[src/rtl/simt_divergence_stack.sv]
// Per-warp reconvergence stack: sequences the warp active mask across divergent
// branches and issues fetch redirects when a path ends or the paths reconverge.
module simt_divergence_stack #(
  parameter int WARP_SIZE   = 32,
  parameter int PC_WIDTH    = 32,
  parameter int STACK_DEPTH = 8
) (
  input  logic                           clk,
  input  logic                           rst_n,
  input  logic                           init_valid,
  input  logic [WARP_SIZE-1:0]           init_mask,
  input  logic                           branch_valid,
  input  logic                           branch_divergent,
  input  logic [WARP_SIZE-1:0]           branch_taken_mask,
  input  logic [WARP_SIZE-1:0]           branch_not_taken_mask,
  input  logic [PC_WIDTH-1:0]            branch_target_pc,
  input  logic [PC_WIDTH-1:0]            branch_fallthrough_pc,
  input  logic [PC_WIDTH-1:0]            branch_reconv_pc,
  input  logic                           pc_valid,
  input  logic [PC_WIDTH-1:0]            next_pc,
  output logic                           ready,
  output logic [WARP_SIZE-1:0]           active_mask,
  output logic                           redirect_valid,
  output logic [PC_WIDTH-1:0]            redirect_pc,
  output logic [$clog2(STACK_DEPTH):0]   stack_depth,
  output logic                           stack_overflow,
  output logic                           stack_underflow
);
  // state   | meaning
  // IDLE    | warp not started, inputs ignored
  // RUN     | accepting branch / pc inputs
  // RECHECK | one cycle after a pop: compare latched reconv PC with the new top

  localparam int AW = $clog2(STACK_DEPTH);
  localparam int DW = AW + 1;
  localparam logic [DW-1:0] FULL = DW'(STACK_DEPTH);
  localparam logic PENDING = 1'b0;
  localparam logic RESTORE = 1'b1;

  typedef enum logic [1:0] {IDLE, RUN, RECHECK} state_t;
  state_t state_q, state_d;

  logic [PC_WIDTH-1:0]  reconv_q       [STACK_DEPTH];
  logic [PC_WIDTH-1:0]  resume_pc_q    [STACK_DEPTH];
  logic [WARP_SIZE-1:0] resume_mask_q  [STACK_DEPTH];
  logic [WARP_SIZE-1:0] restore_mask_q [STACK_DEPTH];
  logic                 phase_q        [STACK_DEPTH];

  logic [DW-1:0]       depth_q;
  logic [PC_WIDTH-1:0] latched_pc_q;
  logic [AW-1:0]       top_idx, push_idx;
  logic                has_top, pc_match, latch_match;
  logic                do_push, do_ovf, do_pend, pop_req;

  assign top_idx     = AW'(depth_q - DW'(1));
  assign push_idx    = depth_q[AW-1:0];
  assign has_top     = (depth_q != '0);
  assign pc_match    = has_top && (reconv_q[top_idx] == next_pc);
  assign latch_match = has_top && (reconv_q[top_idx] == latched_pc_q);

  always_ff @(posedge clk or negedge rst_n) begin
    if (!rst_n) state_q <= IDLE;
    else        state_q <= state_d;
  end

  // Action decode and next state; branch wins over pc when both arrive.
  always_comb begin
    state_d = state_q;
    do_push = 1'b0;
    do_ovf  = 1'b0;
    do_pend = 1'b0;
    pop_req = 1'b0;
    if (init_valid) begin
      state_d = RUN;
    end else begin
      case (state_q)
        RUN: begin
          if (branch_valid) begin
            if (branch_divergent) begin
              if (depth_q < FULL) do_push = 1'b1;
              else                do_ovf  = 1'b1;
            end
          end else if (pc_valid && pc_match) begin
            if (phase_q[top_idx] == RESTORE) pop_req = 1'b1;
            else                             do_pend = 1'b1;
          end
          if (pop_req && has_top) state_d = RECHECK;
        end
        RECHECK: begin
          state_d = RUN;
          if (latch_match) begin
            if (phase_q[top_idx] == RESTORE) begin
              pop_req = 1'b1;
              state_d = RECHECK;
            end else begin
              do_pend = 1'b1;
            end
          end
        end
        default: state_d = state_q;
      endcase
    end
  end

  always_comb begin
    ready = (state_q == RUN);
  end

  always_ff @(posedge clk or negedge rst_n) begin
    if (!rst_n) begin
      depth_q         <= '0;
      active_mask     <= '0;
      redirect_valid  <= 1'b0;
      redirect_pc     <= '0;
      stack_overflow  <= 1'b0;
      stack_underflow <= 1'b0;
      latched_pc_q    <= '0;
    end else begin
      redirect_valid <= 1'b0;
      if (init_valid) begin
        active_mask     <= init_mask;
        depth_q         <= '0;
        stack_overflow  <= 1'b0;
        stack_underflow <= 1'b0;
      end else if (do_push) begin
        depth_q        <= depth_q + DW'(1);
        active_mask    <= branch_taken_mask;
        redirect_valid <= 1'b1;
        redirect_pc    <= branch_target_pc;
      end else if (do_ovf) begin
        stack_overflow <= 1'b1;
      end else if (do_pend) begin
        active_mask    <= resume_mask_q[top_idx];
        redirect_valid <= 1'b1;
        redirect_pc    <= resume_pc_q[top_idx];
      end else if (pop_req) begin
        if (has_top) begin
          active_mask  <= restore_mask_q[top_idx];
          depth_q      <= depth_q - DW'(1);
          latched_pc_q <= reconv_q[top_idx];
        end else begin
          stack_underflow <= 1'b1;
        end
      end
    end
  end

  // Entry storage needs no reset: depth gates every read.
  always_ff @(posedge clk) begin
    if (do_push) begin
      reconv_q[push_idx]       <= branch_reconv_pc;
      resume_pc_q[push_idx]    <= branch_fallthrough_pc;
      resume_mask_q[push_idx]  <= branch_not_taken_mask;
      restore_mask_q[push_idx] <= active_mask;
      phase_q[push_idx]        <= PENDING;
    end else if (do_pend) begin
      phase_q[top_idx] <= RESTORE;
    end
  end

  assign stack_depth = depth_q;

endmodule
[config.mk]
export PLATFORM = sky130hd
export DESIGN_NAME = simt_divergence_stack
export DESIGN_NICKNAME = d
export VERILOG_FILES = /design/src/rtl/simt_divergence_stack.sv
export SDC_FILE = /design/constraint.sdc
export NUM_CORES = 1
export LEC_CHECK = 0
export CORE_MARGIN = 1
export CORE_UTILIZATION = 50
export DETAILED_ROUTE_END_ITERATION = 10
export PLACE_DENSITY_LB_ADDON = 0.1
export SYNTH_ARGS = -nofsm -noshare
export SYNTH_HDL_FRONTEND = slang
export SYNTH_SLANG_ARGS = --single-unit
[constraint.sdc]
create_clock -name clk -period 26.5 [get_ports clk]
set_input_delay 3.975 -clock clk [delete_from_list [all_inputs] [get_ports clk]]
set_output_delay 3.975 -clock clk [all_outputs]
set_load 0.05 [all_outputs]
Yosys cells after proc, flatten, opt, wreduce, memory -nomap -nowiden. Memories as Yosys holds them, arrays and structs flattened. Cells that the tools add are included.

Output and inout bits: 72. Bits of input ports: 230. Word-level logic and storage cells: 117. Bits in writable memories: 1032. Memories: 5. Register bits: 105.

Memories: reconv_q (depth 8, bits a word 32, rd ports 1, clocked after memory_dff 0, wr ports 1, RTL line 43) `logic [PC_WIDTH-1:0] reconv_q [STACK_DEPTH];`; restore_mask_q (depth 8, bits a word 32, rd ports 1, clocked after memory_dff 0, wr ports 1, RTL line 46) `logic [WARP_SIZE-1:0] restore_mask_q [STACK_DEPTH];`; resume_mask_q (depth 8, bits a word 32, rd ports 1, clocked after memory_dff 0, wr ports 1, RTL line 45) `logic [WARP_SIZE-1:0] resume_mask_q [STACK_DEPTH];`; resume_pc_q (depth 8, bits a word 32, rd ports 1, clocked after memory_dff 0, wr ports 1, RTL line 44) `logic [PC_WIDTH-1:0] resume_pc_q [STACK_DEPTH];`; phase_q (depth 8, bits a word 1, rd ports 1, clocked after memory_dff 0, wr ports 1, RTL line 47) `logic phase_q [STACK_DEPTH];`.

Eq/ne operators: 12. Reduce and logical (&&, ||, !) cells: 21. Mux-type cells: 64. Magnitude comparators: 1. Bitwise operators: 4. Add/sub/neg operators: 2.

Operator list (count): $mux 32 (9); $eq 32x32->1 (2); $mux 1 (41); $mux 4 (6); $reduce_bool 4->1 (3); $ne 2x2->1 const B (5); $reduce_bool 3->1 (3); $mux 2 (4); $ne 3x3->1 const B (2); $reduce_and 3->1 (2); $reduce_and 6->1 (1); $reduce_bool 2->1 (3); $reduce_and 5->1 (1); $add 4x1->4 const B (1); $logic_and 1x1->1 (4); $lt 4x4->1 const B (1); $not 1->1 (4); $pmux 1 s2 (2); $pmux 2 s2 (1); $reduce_and 2->1 (2); $reduce_and 4->1 (1); $sub 4x1->4 const B (1); $mux 3 (1); $ne 3x2->1 const B (1); other kinds (3) (3).

Longest topological paths before layout. An unclocked memory read counts as a cell.

Depth in word-level cells: 16. Depth in mapped cells: 24. Gate-level depth less buffers: 14.

Worst setup path after synthesis. Ideal clock, no wire load.

Path type: input to register. Start: input branch_divergent. End: memory reconv_q[0][0] (enable). Path buffers: 0. Library setup time: 930 ps. Cell stages on the path: 4. Path slack: 8753 ps. Arrival time: 16817 ps. Data required time: 25570 ps. Cell sequence: nand3_1 nor2_1 nand2_1 nor4_1.

Word-level cells in the longest chain between the ends: 6.

RTL lines: from (decl) (RTL line 13) `input logic branch_divergent,`; $mux 1 (RTL line 79) `if (branch_divergent) begin`; $mux 1 (RTL line 78) `if (branch_valid) begin`; $mux 1 (RTL line 76) `case (state_q)`; $mux 1 (RTL line 73) `if (init_valid) begin`; $mux 1 (RTL line 150) `if (do_push) begin`; $mux 1 (not written as such) (RTL line 151) `reconv_q[push_idx] <= branch_reconv_pc;`; to (decl) (RTL line 43).

Every way passes these cells.

Final worst setup path.
Start: input next_pc[6]. End: register latched_pc_q[30] (read register of reconv_q).

Word-level cells in the longest chain between the ends: 10. Elaborated cells between the ends (all ways): 15. Classes of those cells: eq/ne: 1; mux: 10; bitwise: 1; reduce/logical: 3.

RTL lines: from (decl) (RTL line 20) `input logic [PC_WIDTH-1:0] next_pc,`; $eq 32x32->1 * (RTL line 58) `assign pc_match = has_top && (reconv_q[top_idx] == next_pc);`; $logic_and 1x1->1 * (RTL line 58); $logic_and 1x1->1 * (RTL line 83) `end else if (pc_valid && pc_match) begin`; $mux 1 (RTL line 83); $mux 1 (RTL line 78); $mux 1 (RTL line 76); $mux 1 (RTL line 73); $pmux 1 s2 (RTL line 76); $mux 1 (RTL line 73); $reduce_and 6->1 (no line) *; to (decl) (RTL line 50) `logic [PC_WIDTH-1:0] latched_pc_q;`.

Mark *: on every way between the ends. The rest lies on a longest branch, timed or not. The select of a mux whose other input is x is not followed. A chain may end at the register's enable or synchronous reset.

==> flow_summary.json <==
{
  "status": "finished clean",
  "gp_congestion": 0.8620,
  "setup_viol": 0,
  "max_stage_delay_ns": 0.96,
  "synth_seq_area_share_pct": 71.81,
  "end_kind": "flip-flop",
  "ys_warn_count": 0,
  "slowest_stage": "nand3_2",
  "fin_skew_ns": 0.02289,
  "final_nets": 3238,
  "ios": 302,
  "vias": 26030,
  "first_pass_iters": 6,
  "grt_first_pass_wirelength_mm": 173.6,
  "wl_met2_mm": 58.50,
  "wl_per_cell_um": 26.96,
  "power_frac_comb_pct": 14.3,
  "p_leak_nw": 18.07,
  "tns_ns": 0,
  "crit_required_ns": 27.08,
  "synthTopCellsByArea": "edfxtp_1 (66%), mux4_2 (11%), dfrtp_1 (5.6%), mux2i_1 (3.1%), nand2_1 (2.5%)",
  "worstPathMaxFanout": 61,
  "fp.dieH_um": 308.0,
  "finalHoldViolations": 0,
  "synth_largest_area_cell": "edfxtp_1",
  "final_cell_mix": "edfxtp_1 (1,032), nand2_1 (307), clkdlybuf4s50_1 (299)",
  "place_hpwl_mm": 68.72,
  "cts_made_buffers": 119,
  "fmax_mhz": 123.5,
  "synth.avg_cell_area_sq_um": 17.40,
  "ys_types": 71,
  "rsz0062_at_grt": "no",
  "vias_per_cell": 5.978,
  "start_util_pct": 50.77,
  "synth_seq_cells": 1137,
  "clk_pin_slew_ns": 0.06,
  "worstPathBufferInverterCount": 2,
  "p_seq_share_pct": 47.3,
  "power_frac_clock_pct": 38.4,
  "overflow": 0,
  "power_density_nw_per_um2": 79.22,
  "syn_area_sq_um": 46820,
  "synth_edf_count": 1032,
  "drt-total-wl_mm": 117.4,
  "cts_hold_buffers": 0,
  "cap_violations": 0,
  "min_period_ns": 8.096,
  "topRoutingLayerUsed": "met5",
  "htreeDepth": 3,
  "postCtsResizedCells": 0,
  "slew_viol_final": 0,
  "first_global_vias": 26790,
  "synth_top_area_share_pct": 66.19,
  "die_area_sq_um": 94860,
  "synthArstFlopShare_pct": 9.235,
  "worst_pin_slew_ns": 1.152,
  "synth_cells": 2691,
  "critPathArrivalTime_ns": 8.67,
  "cts_setup_buffers": 0,
  "finalPower_mw": 4.372,
  "crit_chain": "clkdlybuf4s50_1, nand2b_1, nand3_1, nor4_1, o2111ai_1, nor4_2, nand2_1, o31ai_4, buf_4, nand3_2, mux2_1",
  "grt_max_degree": 121,
  "synth_fp_nets": 2925,
  "cts_tree": "built",
  "drtIter0Drc": 2278,
  "peakVddDrop_uv": 56.02,
  "wl_met1_mm": 48.81,
  "routed-wl-met3_mm": 7.806,
  "ant_nets": 0,
  "grt_antenna_before_repair": 6,
  "fill_cells": 6926,
  "p_sw_share_pct": 25.55,
  "drive_above_1_share_pct": 17.10,
  "relSlewSlack_pct": 23.20,
  "worstSetupPathType": "input pin to flip-flop",
  "rrSetupSlack_ns": 18.53,
  "cts_num_sinks": 1137,
  "cts_root_buf": "clkbuf_16",
  "io_buffers": 301,
  "worstSetupStartpointType": "input pin",
  "post-route-drc-count": 0,
  "layout_commonest_cell": "edfxtp_1",
  "finalCritPeriodShare_pct": 30.55,
  "hp-class": "flip-flop to flip-flop",
  "fp-row-count": 111,
  "internal-power_mw": 3.255,
  "clock_path_buffers": 3,
  "clk_latency_ns": 0.70,
  "crit_family": "simple AND/OR/NAND/NOR gates",
  "dieWidth_um": 308.0,
  "syn_to_final_growth_pct": 17.87,
  "grt_usage_pct": 24.91,
  "p_sw_mw": 1.117,
  "core_area_sq_um": 92220,
  "synthFlopType": "edfxtp_1"
}
[power by group through the flow]
stage / registers, mW / logic (mW) / clock network (mW)
after floorplan: 2.21 / 0.283 / 0
after global placement: 2.10 / 0.624 / 0
after detailed placement: 2.10 / 0.629 / 0
after CTS: 2.07 / 0.632 / 1.71
after global routing: 2.07 / 0.666 / 1.77
final: 2.07 / 0.626 / 1.68
[state kept, by name, indices dropped and copies added, names as in the netlist]
register / cells
active_mask: 32
latched_pc_q: 32
phase_q: 8
reconv_q: 256
redirect_pc: 32
redirect_valid: 1
restore_mask_q: 256
resume_mask_q: 256
resume_pc_q: 256
stack_depth: 4
stack_overflow: 1
stack_underflow: 1
state_q: 2
[tightest hold or removal path: stages (launching register included)]
cell and delay [ns]:
dfrtp_1 0.34, nand2_1 0.05, o21ai_0 0.06
[worst paths after layout]
path | cells after the start | startpoint | endpoint
max | 11 | next_pc[6] | latched_pc_q[30]
min | 2 | redirect_pc[5] | redirect_pc[5]
max reg2reg | 15 | stack_depth[0] | latched_pc_q[30]
min reg2reg | 2 | redirect_pc[5] | redirect_pc[5]
max in group asynchronous | 2 | rst_n | stack_depth[0]
min in group asynchronous | 1 | rst_n | latched_pc_q[25]
[cells by family (layout without fill, tap and decap cells)]
| logic type | Yosys count | after routing | synth area share [%] |
|---|---|---|---|
| flip-flops | 1137 | 1137 | 71.81 |
| other | 0 | 5 | 0 |
| buffers and inverters | 199 | 614 | 1.967 |
| XOR/XNOR | 66 | 66 | 1.251 |
| AO/OA/AOI/OAI | 374 | 374 | 4.966 |
| AND/OR/NAND/NOR | 507 | 507 | 4.872 |
| adder cells (fa/ha/maj) | 4 | 4 | 0.1069 |
| multiplexers | 404 | 404 | 15.03 |
[cells in the mapped netlist, drive strengths merged (3+ instances only)]
| cell type | n |
|---|---|
| xor2 | 26 |
| o221ai | 7 |
| o21ai | 113 |
| mux4 | 236 |
| dfrtp | 105 |
| nor3b | 4 |
| nor2b | 4 |
| o31ai | 4 |
| a221o | 23 |
| or3 | 5 |
| nand3 | 41 |
| o22ai | 28 |
| buf | 96 |
| or4 | 4 |
| and3 | 15 |
| and2 | 5 |
| nand2 | 308 |
| a221oi | 6 |
| a21oi | 136 |
| a211oi | 10 |
| nor4 | 11 |
| nand4 | 14 |
| inv | 35 |
| xnor2 | 40 |
| a31o | 3 |
| o211ai | 4 |
| edfxtp | 1032 |
| a222oi | 3 |
| nor3 | 52 |
| a22oi | 4 |
| mux2i | 146 |
| a21o | 3 |
| ha | 4 |
| nand2b | 9 |
| mux2 | 22 |
| clkbuf | 68 |
| a2111oi | 14 |
| nor2 | 25 |
| a31oi | 3 |
| o2111ai | 3 |
[final cells by class]
cell class                 instances  area, sq um  share of cell area, %
inverter                          35        131.4                 0.2381
multi-input combinational       1355        12410                  22.49
timing repair buffer             356         3472                  6.292
sequential                      1137        33620                  60.93
clock inverter                    63        689.4                  1.249
clock buffer                     160         3294                  5.970
tap                             1243         1555                  2.818
antenna                            5        12.51                0.02267
[through the flow]
stage	instances	util, %	instance area [sq um]	setup slack, ns	hold WS (ns)
after global placement	4126	55.51	51190	17.80	0.4614
after detailed placement	4126	55.51	51190	17.76	0.4712
after global routing	4351	59.83	55180	18.08	0.5220
final	4354	59.84	55180	18.40	0.4793
after floorplan	2691	-	46820	8.753	0.4692
after CTS	4349	59.83	55170	18.48	0.4847
[per-layer routing]
layer / vias up / track usage [%]
met4: 6 / 6.236
met1: 13620 / 34.30
met3: 158 / 4.253
li1: 11360 / -
met5: - / 0
met2: 890 / 41.47
(Power assumes the default switching activity.)
